--- src/rtl/risc_spm_core_p.sv ---
// risc_spm_core_p: parametrised multi-cycle stored-program machine with internal program/data RAM.
// Define SPM_PERF_CNT_EN to add the saturating retired-instruction counter port instr_cnt.
module risc_spm_core_p #(
  parameter int DATA_W = 8,
  parameter int ADDR_W = 8,
  parameter int RST_PC = 0
) (
  input  logic              clk,
  input  logic              rst_n,
  input  logic              run,
  input  logic              prog_we,
  input  logic [ADDR_W-1:0] prog_addr,
  input  logic [DATA_W-1:0] prog_din,
  output logic [DATA_W-1:0] p0,
  output logic [3:0]        p1,
  output logic [ADDR_W-1:0] dbg_pc,
  output logic              busy,
  output logic              halt,
  output logic              illegal
`ifdef SPM_PERF_CNT_EN
  ,
  output logic [31:0]       instr_cnt
`endif
);
  typedef enum logic [2:0] {S_IDLE, S_FETCH, S_LDIR, S_EXEC, S_OPND, S_MEM, S_RDWB, S_HALT} state_t;
  state_t state_q, state_d;
  logic [ADDR_W-1:0] pc_q, pc_d, ea_q, ea_d, addr;
  logic [7:0] ir_q, ir_d;
  logic [DATA_W-1:0] r_q [4];
  logic [DATA_W-1:0] r_d [4];
  logic [DATA_W-1:0] mem_q [2**ADDR_W];
  logic [DATA_W-1:0] rdata_q, wdata, rs, rd, diff;
  logic [DATA_W:0] sum;
  logic [3:0] op;
  logic [1:0] src, dst;
  logic z_q, z_d, c_q, c_d, ill_q, ill_d, we, idle;

  assign op = ir_q[7:4];
  assign src = ir_q[3:2];
  assign dst = ir_q[1:0];
  assign rs = r_q[src];
  assign rd = r_q[dst];
  assign sum = {1'b0, rd} + {1'b0, rs};
  assign diff = rd - rs;
  assign idle = state_q == S_IDLE || state_q == S_HALT;

  always_comb begin
    state_d = state_q;
    pc_d = pc_q;
    ea_d = ea_q;
    ir_d = ir_q;
    r_d = r_q;
    z_d = z_q;
    c_d = c_q;
    ill_d = ill_q;
    addr = pc_q;
    we = 1'b0;
    wdata = prog_din;
    case (state_q)
      S_IDLE, S_HALT: begin
        // host loader owns the RAM port only while stopped; a same-cycle write lands before the first fetch
        addr = prog_addr;
        we = prog_we;
        if (run) begin
          pc_d = ADDR_W'(RST_PC);
          z_d = 1'b0;
          c_d = 1'b0;
          ill_d = 1'b0;
          state_d = S_FETCH;
        end
      end
      S_FETCH: begin
        pc_d = pc_q + ADDR_W'(1);
        state_d = S_LDIR;
      end
      S_LDIR: begin
        ir_d = rdata_q[7:0];
        state_d = S_EXEC;
      end
      S_EXEC: begin
        state_d = S_FETCH;
        case (op)
          4'h0: ;
          4'h1: begin
            r_d[dst] = sum[DATA_W-1:0];
            z_d = sum[DATA_W-1:0] == '0;
            c_d = sum[DATA_W];
          end
          4'h2: begin
            r_d[dst] = diff;
            z_d = diff == '0;
            c_d = rd < rs;
          end
          4'h3: begin
            r_d[dst] = rd & rs;
            z_d = (rd & rs) == '0;
          end
          4'h4: begin
            r_d[dst] = ~rs;
            z_d = ~rs == '0;
          end
          4'h5, 4'h6, 4'h7, 4'h8, 4'h9: begin
            pc_d = pc_q + ADDR_W'(1);
            state_d = S_OPND;
          end
          4'hF: state_d = S_HALT;
          default: begin
            ill_d = 1'b1;
            state_d = S_HALT;
          end
        endcase
      end
      S_OPND: begin
        ea_d = rdata_q[ADDR_W-1:0];
        state_d = (op == 4'h5 || op == 4'h6) ? S_MEM : S_FETCH;
        if (op == 4'h7 || (op == 4'h8 && z_q) || (op == 4'h9 && c_q)) pc_d = rdata_q[ADDR_W-1:0];
      end
      S_MEM: begin
        addr = ea_q;
        we = op == 4'h6;
        wdata = rs;
        state_d = (op == 4'h6) ? S_FETCH : S_RDWB;
      end
      S_RDWB: begin
        r_d[dst] = rdata_q;
        state_d = S_FETCH;
      end
      default: state_d = S_IDLE;
    endcase
  end

  always_ff @(posedge clk or negedge rst_n) begin
    if (!rst_n) begin
      state_q <= S_IDLE;
      pc_q <= ADDR_W'(RST_PC);
      ea_q <= '0;
      ir_q <= '0;
      r_q <= '{default: '0};
      z_q <= 1'b0;
      c_q <= 1'b0;
      ill_q <= 1'b0;
    end else begin
      state_q <= state_d;
      pc_q <= pc_d;
      ea_q <= ea_d;
      ir_q <= ir_d;
      r_q <= r_d;
      z_q <= z_d;
      c_q <= c_d;
      ill_q <= ill_d;
    end
  end

  // single-port RAM; write enable comes only from state, so an async reset cancels a pending WR
  always_ff @(posedge clk) begin
    if (we) mem_q[addr] <= wdata;
    rdata_q <= mem_q[addr];
  end

  assign p0 = r_q[0];
  assign p1 = op;
  assign dbg_pc = pc_q;
  assign busy = !idle;
  assign halt = state_q == S_HALT;
  assign illegal = ill_q;

`ifdef SPM_PERF_CNT_EN
  logic retire;
  logic [31:0] cnt_q;
  assign retire = (state_q == S_EXEC && !(op >= 4'h5 && op <= 4'h9)) ||
                  (state_q == S_OPND && op >= 4'h7) ||
                  (state_q == S_MEM && op == 4'h6) || state_q == S_RDWB;
  always_ff @(posedge clk or negedge rst_n) begin
    if (!rst_n) cnt_q <= '0;
    else if (idle && run) cnt_q <= '0;
    else if (retire && cnt_q != '1) cnt_q <= cnt_q + 32'd1;
  end
  assign instr_cnt = cnt_q;
`endif
endmodule

--- config.mk ---
export PLATFORM = sky130hd
export DESIGN_NAME = risc_spm_core_p
export DESIGN_NICKNAME = d
export VERILOG_FILES = /design/src/rtl/risc_spm_core_p.sv
export SDC_FILE = /design/constraint.sdc
export NUM_CORES = 2
export LEC_CHECK = 0
export CORE_UTILIZATION = 50
export CTS_BUF_LIST = sky130_fd_sc_hd__clkbuf_8
export DETAILED_ROUTE_END_ITERATION = 10
export GPL_TIMING_DRIVEN = 0
export MAX_ROUTING_LAYER = met4
export PLACE_DENSITY_LB_ADDON = 0.08
export SYNTH_ARGS = -nofsm -noshare
export SYNTH_HDL_FRONTEND = slang
export SYNTH_SLANG_ARGS = --single-unit
--- constraint.sdc ---
create_clock -name clk -period 18.87 [get_ports clk]
set_clock_uncertainty 0.2 [all_clocks]
set_input_delay 3.774 -clock clk [delete_from_list [all_inputs] [get_ports clk]]
set_output_delay 3.774 -clock clk [all_outputs]
set_load 0.05 [all_outputs]
==> results.yml <==
outcome:
  status: "finished with violations"
  violations: "max-capacitance violations, max-slew violations"
grt:
  antenna_found_initial: 32
  grt_pass1_vias: 52779
  grtUsageTotal_pct: 37.2
  grt_pass1_wl_mm: 426
  grt_max_degree: 139
  grt.overflow.total: 0
route:
  ant_nets: 0
  wl_per_cell_um: 36.6
  viasPerCell: 6.58
  drc: 0
  routed_wl_mm: 313
  drt_pass1_iterations: 6
  vias: 56149
  drt_iter0_drc: 9143
logic_synthesis:
  synth_flop_cell: "edfxtp_1"
  syn_area_um2: 85500
  synth_top_cells_by_count: "2048 x edfxtp_1, 905 x nand2_1, 381 x nor2_1"
  ys_ff_latch: 2118
  yosys.area.top_type: "edfxtp_1"
  synth-seq-area-share_pct: 73.9
  synth_most_common_cell: "edfxtp_1"
  netlist_top_cells_area: "edfxtp_1 72%, mux4_2 6.2%, nand2_1 4.0%"
  syn_inst: 5549
  yosys_warnings: 0
  synth.avg_cell_area_um2: 15.4
  syn_nets: 5588
  synth_cell_types: 77
  ys_async_sr_fraction_pct: 2.93
  synth_edf_count: 2048
  post-synth-top-area-fraction_pct: 71.9
clock_network:
  clk_pin_slew_ns: 0.06
  ctsHoldBuffers: 0
  cts_sinks: 2118
  htree_levels: 5
  cts_tree: "built"
  cts_root_buffer: "clkbuf_8"
  cts_setup_buffers: 0
  numCtsBuffers: 360
  cts_resized: 0
  clock_latency_ns: 1.08
  clockBufferDepth: 4
worst_setup_path:
  crit_path_start_kind: "input pin"
  critPathMaxFanout: 10
  endpoint_kind: "flip-flop"
  cp_common_cell: "clkbuf_1"
  worstPathArrival_ns: 11.51
  cp.required_ns: 19.34
  max_stage_delay_ns: 1.22
  crit_type: "in2reg"
  critical_path.cell_chain: "clkdlybuf4s50_1 > or3b_1 > a32o_2 > nand2_1 > clkbuf_1 > clkbuf_1 > clkbuf_1 > nor2_1 > nand3_1 > clkbuf_1 > nor2_1"
  crit_slowest_cell: "clkbuf_1"
  critical_path_buf_inv_count: 5
  r2r_setup_slack_ns: 10.50
  cp_top_family: "buffers and inverters"
timing:
  setup_viol: 0
  fmax_ghz: 0.0906
  worstMarginPinSlew_ns: 1.60
  slew_headroom_pct: -6.51
  period_needed_ns: 11.04
  timing.setup.tns_ns: 0
  rsz0062_at_grt: "no"
  finalCritPeriodShare_pct: 58.5
  hold_violations: 0
  drv_slew: 116
floorplan:
  start_util_pct: 50.4
  die_w_um: 415
  design.die.area_um2: 173000
  io_pins: 43
  design.core.area_um2: 170000
  std_cell_rows: 151
  die_y_um: 415
cells_and_area:
  drive_above_1_share_pct: 14.7
  n_fill_cell: 13489
  final_util_pct: 56.9
  finalInstanceArea_um2: 96600
  syn_to_final_growth_pct: 13.0
  finalNetCount: 6068
power:
  total_power_w: 0.0186
  peakVddDrop_mv: 0.151
  power_density_nw_per_um2: 193
  p_leak_nw: 31.5
run:
  drv_cap: 11
place:
  io_buffers: 42
  gp_congestion: 1.05
  placed_cell_area_um2: 90300
  hpwl_mm: 220
min_path:
  hp-class: "reg2reg"
state kept, by name, summed over array words and instances (netlist names):
signal	cells
r_q	24
dbg_pc	8
ir_q	8
ea_q	8
rdata_q	8
illegal	1
mem_q	2048
p0	8
c_q	1
state_q	3
z_q	1
where the power goes:
part | internal (W) | leakage, nW | switching (W)
Sequential | 0.00542 | 19.3 | 0.0000844
Combinational | 0.00245 | 8.63 | 0.00694
Clock | 0.00185 | 3.58 | 0.00187
Total | 0.00972 | 31.5 | 0.00889
cell families (layout without fill, tap and decap cells):
group                      after synthesis  after routing  share of synthesized area [%]
other                                    0             29                              0
xor gates and xnor gates                11             11                          0.113
and+or+nand+nor                       1863           1863                           9.45
DFF                                   2118           2118                           73.9
AOI/OAI and AO/OA                      788            788                           6.38
buffers and inverters                  384           1119                           2.02
muxes                                  366            366                           7.80
adders and majority gates               19             19                          0.296
per-stage QoR:
stage	std cells	setup WS, ns	hold slack [ns]
floorplan	5549	5.16	0.262
global placement	7809	-11.21	0.282
detailed placement	7885	7.43	0.289
CTS	8502	8.57	0.303
global route	8523	8.34	0.335
finish	8531	7.83	0.305
per-layer routing:
metal / up-vias / part of all wire (%) / track usage, %
met5: - / 0 / -
met4: 0 / 5.5 / 17.8
met3: 816 / 12 / 9.93
met2: 3945 / 44 / 52.7
met1: 28703 / 39 / 49.9
li1: 22685 / - / -
path summary, 6_finish.rpt:
path	startpoint	endpoint	cells past startpoint
min reg2reg	z_q	z_q	1
max reg2reg	state_q[1]	mem_q[228][4]	11
min in group asynchronous	rst_n	r_q[12]	1
max	prog_addr[0]	mem_q[228][4]	11
min	z_q	z_q	1
max in group asynchronous	rst_n	r_q[8]	1
layout by cell type, fill, tap and decap left out, types with 118 or more instances in the layout:
master    count
a211oi_1    154
a21oi_1     118
clkbuf_1    197
clkbuf_8    367
edfxtp_1   2048
inv_1       141
mux4_2      237
nand2_1     905
nand3_1     297
nor2_1      380
o21ai_0     119
final cells by class:
| type | instances | area (um^2) | share of cell area, % |
|---|---|---|---|
| sequential | 2118 | 63200 | 65.5 |
| multi-input combinational | 3047 | 20800 | 21.5 |
| clock buffer | 367 | 5050 | 5.23 |
| tap | 2218 | 2780 | 2.87 |
| timing repair buffer | 118 | 1810 | 1.88 |
| buffer | 358 | 1640 | 1.70 |
| clock inverter | 250 | 1110 | 1.15 |
| inverter | 26 | 97.6 | 0.101 |
| antenna | 29 | 72.6 | 0.0752 |
Power figures use the tool's default switching activity.
